`config.mk`:
```
export PLATFORM = sky130hd
export DESIGN_NAME = alu_pipe_flat
export DESIGN_NICKNAME = d
export VERILOG_FILES = /design/src/rtl/alu_pipe_if.sv /design/src/rtl/alu_pipe.sv /design/src/flat_wrapper.sv
export SDC_FILE = /design/constraint.sdc
export NUM_CORES = 1
export LEC_CHECK = 0
export ABC_CLOCK_PERIOD_IN_PS = 5400
export CAP_MARGIN = 20
export CORE_MARGIN = 5
export CORE_UTILIZATION = 55
export CTS_BUF_LIST = sky130_fd_sc_hd__clkbuf_4 sky130_fd_sc_hd__clkbuf_8
export CTS_CLUSTER_SIZE = 30
export DETAILED_ROUTE_END_ITERATION = 6
export PLACE_DENSITY = 0.86
export REMOVE_ABC_BUFFERS = 1
export SYNTH_ARGS = -nofsm -noshare
export SYNTH_HDL_FRONTEND = slang
export SYNTH_SLANG_ARGS = --single-unit
```
`constraint.sdc`:
```
create_clock -name clk -period 5.4 [get_ports clk]
set_input_delay 1.62 -clock clk [delete_from_list [all_inputs] [get_ports clk]]
set_output_delay 1.62 -clock clk [all_outputs]
set_load 0.005 [all_outputs]
```
`src/rtl/alu_pipe_if.sv`:
```
// Handshake bus for alu_pipe: operand channel (in_*) and result channel (out_*).
interface alu_pipe_if #(
  parameter int WIDTH = 8
);
  logic             in_valid;
  logic             in_ready;
  logic [WIDTH-1:0] a;
  logic [WIDTH-1:0] b;
  logic [3:0]       alu_sel;
  logic             out_valid;
  logic             out_ready;
  logic [WIDTH-1:0] alu_out;
  logic             carry_out;
  logic             zero;
  logic             negative;
  logic             overflow;

  // The block itself.
  modport slave (
    input  in_valid, a, b, alu_sel, out_ready,
    output in_ready, out_valid, alu_out, carry_out, zero, negative, overflow
  );

  // The producer/consumer driving the block.
  modport master (
    output in_valid, a, b, alu_sel, out_ready,
    input  in_ready, out_valid, alu_out, carry_out, zero, negative, overflow
  );
endinterface

```
`src/rtl/alu_pipe.sv`:
```
// Registered WIDTH-bit ALU with valid/ready on both sides.
// Single-cycle ops land in the output register at the accept edge; multiply
// runs a WIDTH-step shift-add sequence and lands WIDTH edges after accept.
module alu_pipe #(
  parameter  int WIDTH = 8,
  localparam int SHW   = $clog2(WIDTH)
) (
  input  logic       clk,
  input  logic       rst,
  alu_pipe_if.slave  bus
);

  localparam logic [3:0] OP_ADD  = 4'd0;
  localparam logic [3:0] OP_SUB  = 4'd1;
  localparam logic [3:0] OP_MUL  = 4'd2;
  localparam logic [3:0] OP_SHL  = 4'd3;
  localparam logic [3:0] OP_SHR  = 4'd4;
  localparam logic [3:0] OP_ROTL = 4'd5;
  localparam logic [3:0] OP_ROTR = 4'd6;
  localparam logic [3:0] OP_AND  = 4'd7;
  localparam logic [3:0] OP_OR   = 4'd8;
  localparam logic [3:0] OP_XOR  = 4'd9;
  localparam logic [3:0] OP_NOR  = 4'd10;
  localparam logic [3:0] OP_NAND = 4'd11;
  localparam logic [3:0] OP_XNOR = 4'd12;
  localparam logic [3:0] OP_UGT  = 4'd13;
  localparam logic [3:0] OP_EQ   = 4'd14;
  localparam logic [3:0] OP_PASS = 4'd15;

  typedef enum logic {S_IDLE, S_MUL} state_t;

  state_t             state_q;
  logic               rdy_q;       // low in reset and for the first clock after it
  logic               out_valid_q;
  logic [WIDTH-1:0]   res_q;
  logic               cy_q, z_q, n_q, ov_q;
  logic [SHW-1:0]     cnt_q;
  logic [2*WIDTH-1:0] acc_q, acc_d;
  logic [2*WIDTH-1:0] mcand_q;
  logic [WIDTH-1:0]   mplier_q;

  logic               accept;
  logic [SHW-1:0]     sh_amt;
  logic [WIDTH:0]     add_w, sub_w, shl_w, shr_w;
  logic [WIDTH-1:0]   res_c;
  logic               cy_c, ov_c;

  assign bus.in_ready  = rdy_q & (state_q == S_IDLE) & (~out_valid_q | bus.out_ready);
  assign accept        = bus.in_valid & bus.in_ready;
  assign bus.out_valid = out_valid_q;
  assign bus.alu_out   = res_q;
  assign bus.carry_out = cy_q;
  assign bus.zero      = z_q;
  assign bus.negative  = n_q;
  assign bus.overflow  = ov_q;

  assign sh_amt = bus.b[SHW-1:0];
  // Next partial product: add the shifted multiplicand when the current multiplier bit is set.
  assign acc_d  = acc_q + (mplier_q[0] ? mcand_q : '0);

  // Single-cycle datapath on the live operands; all arithmetic is one bit wider
  // so carry/borrow/shifted-out bits fall out of the top (or bottom) bit.
  always_comb begin
    add_w = {1'b0, bus.a} + {1'b0, bus.b};
    sub_w = {1'b0, bus.a} - {1'b0, bus.b};
    shl_w = {1'b0, bus.a} << sh_amt;
    shr_w = {bus.a, 1'b0} >> sh_amt;
    res_c = '0;
    cy_c  = 1'b0;
    ov_c  = 1'b0;
    unique case (bus.alu_sel)
      OP_ADD: begin
        res_c = add_w[WIDTH-1:0];
        cy_c  = add_w[WIDTH];
        ov_c  = (bus.a[WIDTH-1] == bus.b[WIDTH-1]) & (add_w[WIDTH-1] != bus.a[WIDTH-1]);
      end
      OP_SUB: begin
        res_c = sub_w[WIDTH-1:0];
        cy_c  = sub_w[WIDTH];
        ov_c  = (bus.a[WIDTH-1] != bus.b[WIDTH-1]) & (sub_w[WIDTH-1] != bus.a[WIDTH-1]);
      end
      OP_MUL:  res_c = '0;  // handled by the shift-add sequence
      OP_SHL: begin
        res_c = shl_w[WIDTH-1:0];
        cy_c  = shl_w[WIDTH];
      end
      OP_SHR: begin
        res_c = shr_w[WIDTH:1];
        cy_c  = shr_w[0];
      end
      OP_ROTL: begin
        // Last bit out of the MSB wraps to bit 0.
        res_c = (bus.a << sh_amt) | (bus.a >> (WIDTH - int'(sh_amt)));
        cy_c  = (sh_amt != '0) & res_c[0];
      end
      OP_ROTR: begin
        // Last bit out of the LSB wraps to the MSB.
        res_c = (bus.a >> sh_amt) | (bus.a << (WIDTH - int'(sh_amt)));
        cy_c  = (sh_amt != '0) & res_c[WIDTH-1];
      end
      OP_AND:  res_c = bus.a & bus.b;
      OP_OR:   res_c = bus.a | bus.b;
      OP_XOR:  res_c = bus.a ^ bus.b;
      OP_NOR:  res_c = ~(bus.a | bus.b);
      OP_NAND: res_c = ~(bus.a & bus.b);
      OP_XNOR: res_c = ~(bus.a ^ bus.b);
      OP_UGT:  res_c = {{(WIDTH-1){1'b0}}, (bus.a > bus.b)};
      OP_EQ:   res_c = {{(WIDTH-1){1'b0}}, (bus.a == bus.b)};
      OP_PASS: res_c = bus.a;
      default: res_c = '0;
    endcase
  end

  // Control FSM, multiply sequencer and registered result/flags.
  always_ff @(posedge clk or posedge rst) begin
    if (rst) begin
      state_q     <= S_IDLE;
      rdy_q       <= 1'b0;
      out_valid_q <= 1'b0;
      res_q       <= '0;
      cy_q        <= 1'b0;
      z_q         <= 1'b0;
      n_q         <= 1'b0;
      ov_q        <= 1'b0;
      cnt_q       <= '0;
      acc_q       <= '0;
      mcand_q     <= '0;
      mplier_q    <= '0;
    end else begin
      rdy_q <= 1'b1;
      unique case (state_q)
        S_IDLE: begin
          if (accept) begin
            if (bus.alu_sel == OP_MUL) begin
              state_q     <= S_MUL;
              cnt_q       <= '0;
              acc_q       <= '0;
              mcand_q     <= {{WIDTH{1'b0}}, bus.a};
              mplier_q    <= bus.b;
              out_valid_q <= 1'b0;
            end else begin
              res_q       <= res_c;
              cy_q        <= cy_c;
              z_q         <= (res_c == '0);
              n_q         <= res_c[WIDTH-1];
              ov_q        <= ov_c;
              out_valid_q <= 1'b1;
            end
          end else if (out_valid_q && bus.out_ready) begin
            out_valid_q <= 1'b0;
          end
        end
        S_MUL: begin
          acc_q    <= acc_d;
          mcand_q  <= mcand_q << 1;
          mplier_q <= mplier_q >> 1;
          cnt_q    <= cnt_q + 1'b1;
          if (cnt_q == SHW'(WIDTH-1)) begin
            res_q       <= acc_d[WIDTH-1:0];
            cy_q        <= |acc_d[2*WIDTH-1:WIDTH];
            z_q         <= (acc_d[WIDTH-1:0] == '0);
            n_q         <= acc_d[WIDTH-1];
            ov_q        <= 1'b0;
            out_valid_q <= 1'b1;
            state_q     <= S_IDLE;
          end
        end
        default: state_q <= S_IDLE;
      endcase
    end
  end

endmodule

```
`src/flat_wrapper.sv`:
```
// flat-port wrapper written by rule: the top's interface ports become plain ports
module alu_pipe_flat 
#(
  parameter  int WIDTH = 8,
  localparam int SHW   = $clog2(WIDTH)
)
  (clk, rst, bus_in_valid, bus_a, bus_b, bus_alu_sel, bus_out_ready, bus_in_ready, bus_out_valid, bus_alu_out, bus_carry_out, bus_zero, bus_negative, bus_overflow);
  alu_pipe_if #(.WIDTH(WIDTH)) bus_i ();
  input  logic clk;
  input  logic rst;
  input wire logic [$bits(bus_i.in_valid)-1:0] bus_in_valid;
  input wire logic [$bits(bus_i.a)-1:0] bus_a;
  input wire logic [$bits(bus_i.b)-1:0] bus_b;
  input wire logic [$bits(bus_i.alu_sel)-1:0] bus_alu_sel;
  input wire logic [$bits(bus_i.out_ready)-1:0] bus_out_ready;
  output wire logic [$bits(bus_i.in_ready)-1:0] bus_in_ready;
  output wire logic [$bits(bus_i.out_valid)-1:0] bus_out_valid;
  output wire logic [$bits(bus_i.alu_out)-1:0] bus_alu_out;
  output wire logic [$bits(bus_i.carry_out)-1:0] bus_carry_out;
  output wire logic [$bits(bus_i.zero)-1:0] bus_zero;
  output wire logic [$bits(bus_i.negative)-1:0] bus_negative;
  output wire logic [$bits(bus_i.overflow)-1:0] bus_overflow;
  assign bus_i.in_valid = bus_in_valid;
  assign bus_i.a = bus_a;
  assign bus_i.b = bus_b;
  assign bus_i.alu_sel = bus_alu_sel;
  assign bus_i.out_ready = bus_out_ready;
  assign bus_in_ready = bus_i.in_ready;
  assign bus_out_valid = bus_i.out_valid;
  assign bus_alu_out = bus_i.alu_out;
  assign bus_carry_out = bus_i.carry_out;
  assign bus_zero = bus_i.zero;
  assign bus_negative = bus_i.negative;
  assign bus_overflow = bus_i.overflow;
  alu_pipe #(.WIDTH(WIDTH)) u_core (.clk(clk), .rst(rst), .bus(bus_i));
endmodule
```
==> flow_summary.html, run 1 <==
<table>
<tr><th>Metric</th><th>Value</th></tr>
<tr><th colspan="2">Outcome</th></tr>
<tr><td>Run status</td><td>finished, final reports clean</td></tr>
<tr><th colspan="2">Cells and area</th></tr>
<tr><td>Area growth, synth to finish</td><td>11.5%</td></tr>
<tr><td>Fill cell count</td><td>941</td></tr>
<tr><td>Commonest cells after routing, fill and taps aside</td><td>nand2_1 (120), dfrtp_1 (56), o21ai_0 (45), ha_1 (44), nor2_1 (40)</td></tr>
<tr><td>Antenna cells</td><td>0</td></tr>
<tr><td>FF+latch area</td><td>0.00143 mm²</td></tr>
<tr><td>Post-route standard cell area excluding fillers</td><td>0.00687 mm²</td></tr>
<tr><td>Non-filler instance count after layout</td><td>936</td></tr>
<tr><td>Total number of nets in the final design</td><td>862</td></tr>
<tr><td>Total area of multi-input combinational cells</td><td>0.00432 mm²</td></tr>
<tr><td>Most common cell after layout, fill and taps aside</td><td>nand2_1</td></tr>
<tr><td>Fraction of final layout cells sized beyond drive strength 1</td><td>10.6%</td></tr>
<tr><th colspan="2">Clocking</th></tr>
<tr><td>Number of cells upsized or downsized after cts</td><td>0</td></tr>
<tr><td>TritonCTS sink count</td><td>57</td></tr>
<tr><td>Setup bufs post-CTS</td><td>0</td></tr>
<tr><td>Cts-stage hold buffer count</td><td>0</td></tr>
<tr><td>CTS tree</td><td>done</td></tr>
<tr><td>Clock slew at the register clock pins of the worst setup and hold paths</td><td>70 ps</td></tr>
<tr><td>Clk root buf</td><td>clkbuf_8</td></tr>
<tr><td>Clk buf depth</td><td>2</td></tr>
<tr><td>CTS H-Tree Depth</td><td>3</td></tr>
<tr><td>Clock insertion delay at the later pin of the skew report</td><td>340 ps</td></tr>
<tr><td>Num CTS Buffers</td><td>9</td></tr>
<tr><th colspan="2">Yosys</th></tr>
<tr><td>Async set or reset register ratio after synthesis</td><td>100%</td></tr>
<tr><td>Sequential area share after synthesis</td><td>23.2%</td></tr>
<tr><td>Cell type with the highest aggregate area in the netlist</td><td>dfrtp_1</td></tr>
<tr><td>Cell area after technology mapping</td><td>0.00616 mm²</td></tr>
<tr><td>Synth warn</td><td>0</td></tr>
<tr><td>Count of mapped cells out of synthesis</td><td>769</td></tr>
<tr><td>Post-synthesis sequential element count</td><td>57</td></tr>
<tr><td>Unique cell type count in the Yosys netlist</td><td>83</td></tr>
<tr><td>Count of flip-flops with a built-in enable after synthesis</td><td>0</td></tr>
<tr><td>Fraction of synthesized cell area taken by the top area cell type</td><td>23.2%</td></tr>
<tr><td>Most used flip-flop cell after synthesis</td><td>dfrtp_1</td></tr>
<tr><td>Post-Synthesis Mean Instance Area</td><td>8.01 µm²</td></tr>
<tr><td>Synth top area cells</td><td>dfrtp_1 (23%), ha_1 (8.9%), nand2_1 (7.3%)</td></tr>
<tr><th colspan="2">Power</th></tr>
<tr><td>Leakage power figure</td><td>0.00299 µW</td></tr>
<tr><td>Worst supply voltage drop on vdd</td><td>387 µV</td></tr>
<tr><td>Sw Pwr</td><td>863 µW</td></tr>
<tr><td>Internal Pwr Total</td><td>1180 µW</td></tr>
<tr><td>Comb power frac</td><td>48.7%</td></tr>
<tr><td>Power Dens Cells</td><td>297 mW/mm²</td></tr>
<tr><td>Clk pwr share</td><td>17.7%</td></tr>
<tr><td>Switching share of total power</td><td>42.3%</td></tr>
<tr><td>Share of power burned in registers</td><td>33.7%</td></tr>
<tr><th colspan="2">Critical path</th></tr>
<tr><td>Kind of critical path</td><td>input pin to primary output</td></tr>
<tr><td>Critical path's slowest cell</td><td>clkdlybuf4s50_1</td></tr>
<tr><td>CP bufs+invs</td><td>3</td></tr>
<tr><td>Critical path startpoint category</td><td>input pin</td></tr>
<tr><td>CP Capture Type</td><td>primary output</td></tr>
<tr><td>Worst-path fanout max</td><td>4</td></tr>
<tr><td>Top cell by count, worst path</td><td>clkdlybuf4s50_1</td></tr>
<tr><td>Required time of the critical path</td><td>3780 ps</td></tr>
<tr><td>Crit path max-delay family</td><td>buffers and inverters</td></tr>
<tr><td>Chain of cells forming the critical path</td><td>clkdlybuf4s50_1 -&gt; inv_1 -&gt; a211oi_2 -&gt; clkdlybuf4s50_1</td></tr>
<tr><td>Crit path largest cell delay</td><td>600 ps</td></tr>
<tr><td>Arrival time of data at the critical path endpoint</td><td>3110 ps</td></tr>
<tr><th colspan="2">Die</th></tr>
<tr><td>Num rows</td><td>38</td></tr>
<tr><td>Horizontal die dimension</td><td>116 µm</td></tr>
<tr><td>Area enclosed by the die boundary</td><td>0.0134 mm²</td></tr>
<tr><td>Die span in y</td><td>116 µm</td></tr>
<tr><td>Initial Util</td><td>56.6%</td></tr>
<tr><td>Area of the core region</td><td>0.0109 mm²</td></tr>
<tr><td># IOs</td><td>38</td></tr>
<tr><th colspan="2">Global route</th></tr>
<tr><td>Vias in the first global route</td><td>5921</td></tr>
<tr><td>GRT Resource Usage Total</td><td>30.5%</td></tr>
<tr><td>Total congestion overflow</td><td>0</td></tr>
<tr><td>Global-route wire length before repair</td><td>32100 µm</td></tr>
<tr><td>Largest net degree at the start of global routing</td><td>65</td></tr>
<tr><td>Antenna violations before repair</td><td>0</td></tr>
<tr><th colspan="2">Timing</th></tr>
<tr><td>Worst clock skew</td><td>7.74 ps</td></tr>
<tr><td>Final Hold Viols</td><td>0</td></tr>
<tr><td>Post-layout min period</td><td>4730 ps</td></tr>
<tr><td>Final setup fails</td><td>0</td></tr>
<tr><td>Pins Over Slew Limit</td><td>0</td></tr>
<tr><td>Unrepaired setup endpoints after global routing</td><td>false</td></tr>
<tr><td>Setup TNS</td><td>0 ps</td></tr>
<tr><td>Portion of the clock cycle consumed by the worst path in the final layout</td><td>87.7%</td></tr>
<tr><td>F_max</td><td>211 MHz</td></tr>
<tr><td>Tightest Pin Transition</td><td>743 ps</td></tr>
<tr><td>Worst Slack Setup Final</td><td>665 ps</td></tr>
<tr><td>Worst relative slew slack</td><td>49.8%</td></tr>
<tr><th colspan="2">Route</th></tr>
<tr><td>Post-route antenna net violation count</td><td>0</td></tr>
<tr><td>Initial detailed-routing violation count</td><td>850</td></tr>
<tr><td>First-pass DRT Iterations</td><td>5</td></tr>
<tr><td>Detailed-route via count</td><td>6294</td></tr>
<tr><td>Routed wire per std cell</td><td>21.4 µm</td></tr>
<tr><td>Vias per Instance</td><td>6.72</td></tr>
<tr><td>Number of design rule violations left after detail routing</td><td>0</td></tr>
<tr><td>Routed wire length</td><td>20100 µm</td></tr>
<tr><th colspan="2">Min path</th></tr>
<tr><td>Worst hold path type</td><td>register to register</td></tr>
<tr><th colspan="2">Placement</th></tr>
<tr><td>Pre-CTS setup slack</td><td>582 ps</td></tr>
<tr><td>IO buf count</td><td>37</td></tr>
<tr><td>Placed wire-length estimate</td><td>15200 µm</td></tr>
<tr><td>Post-placement cell count</td><td>920</td></tr>
<tr><td>Area of placed instances</td><td>0.00669 mm²</td></tr>
<tr><td>Routability-driven placement congestion ratio</td><td>1.01</td></tr>
<tr><th colspan="2">Run</th></tr>
<tr><td>Max-cap violation count</td><td>0</td></tr>
</table>
[power groups by stage]
stage / clock network (µW) / registers (µW) / logic (µW)
final: 360 / 687 / 993
after floorplan: 0 / 694 / 563
after global routing: 379 / 705 / 1090
after global placement: 0 / 681 / 934
after CTS: 363 / 686 / 976
after detailed placement: 0 / 693 / 971
[layer usage]
| layer | share of wire [%] | vias up | global-route usage (%) |
|---|---|---|---|
| li1 | - | 2874 | - |
| met1 | 41 | 2987 | 40.0 |
| met2 | 47 | 366 | 51.4 |
| met3 | 7.4 | 67 | 3.29 |
| met4 | 4.5 | 0 | 12.2 |
| met5 | 0 | - | 0 |
[area by class of cell]
class | instances | area share, %
Timing Repair Buffer | 70 | 9.11
Inverter | 37 | 2.02
Tap cell | 140 | 2.55
Sequential cell | 57 | 20.8
Clock buffer | 11 | 2.20
Clock inverter | 5 | 0.437
Multi-Input combinational cell | 616 | 62.9
[logic make-up (layout without fill, tap and decap cells)]
| logic type | count (synthesis) | count (layout) | share of synthesized area (%) |
|---|---|---|---|
| buf+inv | 96 | 123 | 6.78 |
| flops | 57 | 57 | 23.2 |
| mux | 41 | 41 | 9.77 |
| fa+ha+maj | 47 | 47 | 9.91 |
| compound gates | 215 | 215 | 24.0 |
| xor+xnor | 18 | 18 | 2.56 |
| other cells | 1 | 1 | 0.0609 |
| simple gates | 294 | 294 | 23.8 |
[sequential cells by signal (all words and copies together), names as in the netlist]
name / cells
u_core.mplier_q: 8
u_core.bus.carry_out: 1
u_core.bus.negative: 1
u_core.cnt_q: 3
u_core.mcand_q: 16
u_core.bus.overflow: 1
u_core.state_q: 1
u_core.bus.zero: 1
u_core.bus.out_valid: 1
u_core.acc_q: 16
u_core.bus.alu_out: 7
u_core.rdy_q: 1
[cell usage after synthesis (all sizes together), types with 7 or more instances]
cell type / instances
mux2i: 20
dfrtp: 57
inv: 34
buf: 24
a21o: 10
mux4: 14
xor2: 9
xnor2: 9
clkbuf: 35
nor2: 40
nor4: 10
a211oi: 15
a31oi: 9
a21oi: 34
ha: 44
and2: 20
o31ai: 7
nand4: 11
mux2: 7
a22oi: 20
nand2b: 11
o211ai: 8
nor3: 14
nand3: 19
nor2b: 11
nand2: 121
o21ai: 50
[tightest hold or removal path, delay by kind of cell (launching register included)]
kind	cells	cell delay [ps]
AND/OR/NAND/NOR	2	110
flip-flops	1	350
[path summary, 6_finish.rpt]
path	start	endpoint	slack, ps	depth (start not counted)
hold / removal	u_core.mplier_q[2]	u_core.mplier_q[2]	490	2
min in group asynchronous	rst	u_core.bus.out_valid	1520	2
max in group asynchronous	rst	u_core.mcand_q[1]	3020	3
setup reg to reg	u_core.mplier_q[0]	u_core.bus.carry_out	1960	11
hold reg to reg	u_core.mplier_q[2]	u_core.mplier_q[2]	490	2
setup / recovery	bus_out_ready	bus_in_ready	670	4
[stage by stage]
step | hold WS (ps) | power, µW | utilization (%)
after global routing | 508 | 2170 | 63.1
after detailed placement | 466 | 1660 | 61.4
after floorplan | 446 | 1260 | -
final | 486 | 2040 | 63.1
after global placement | 462 | 1610 | 61.4
after CTS | 487 | 2030 | 63.1
No activity file was read; power rests on OpenSTA's default activity.
==> run 2, diff against run 1 <==
--- a/config.mk
+++ b/config.mk
@@ -6,7 +6,7 @@
 export NUM_CORES = 1
 export LEC_CHECK = 0
 export ABC_CLOCK_PERIOD_IN_PS = 5400
-export CAP_MARGIN = 20
+export CAP_MARGIN = 5
 export CORE_MARGIN = 5
 export CORE_UTILIZATION = 55
 export CTS_BUF_LIST = sky130_fd_sc_hd__clkbuf_4 sky130_fd_sc_hd__clkbuf_8
==> results of run 2 <==
No change in the layout: final DEF, timing and power equal those of run 1.
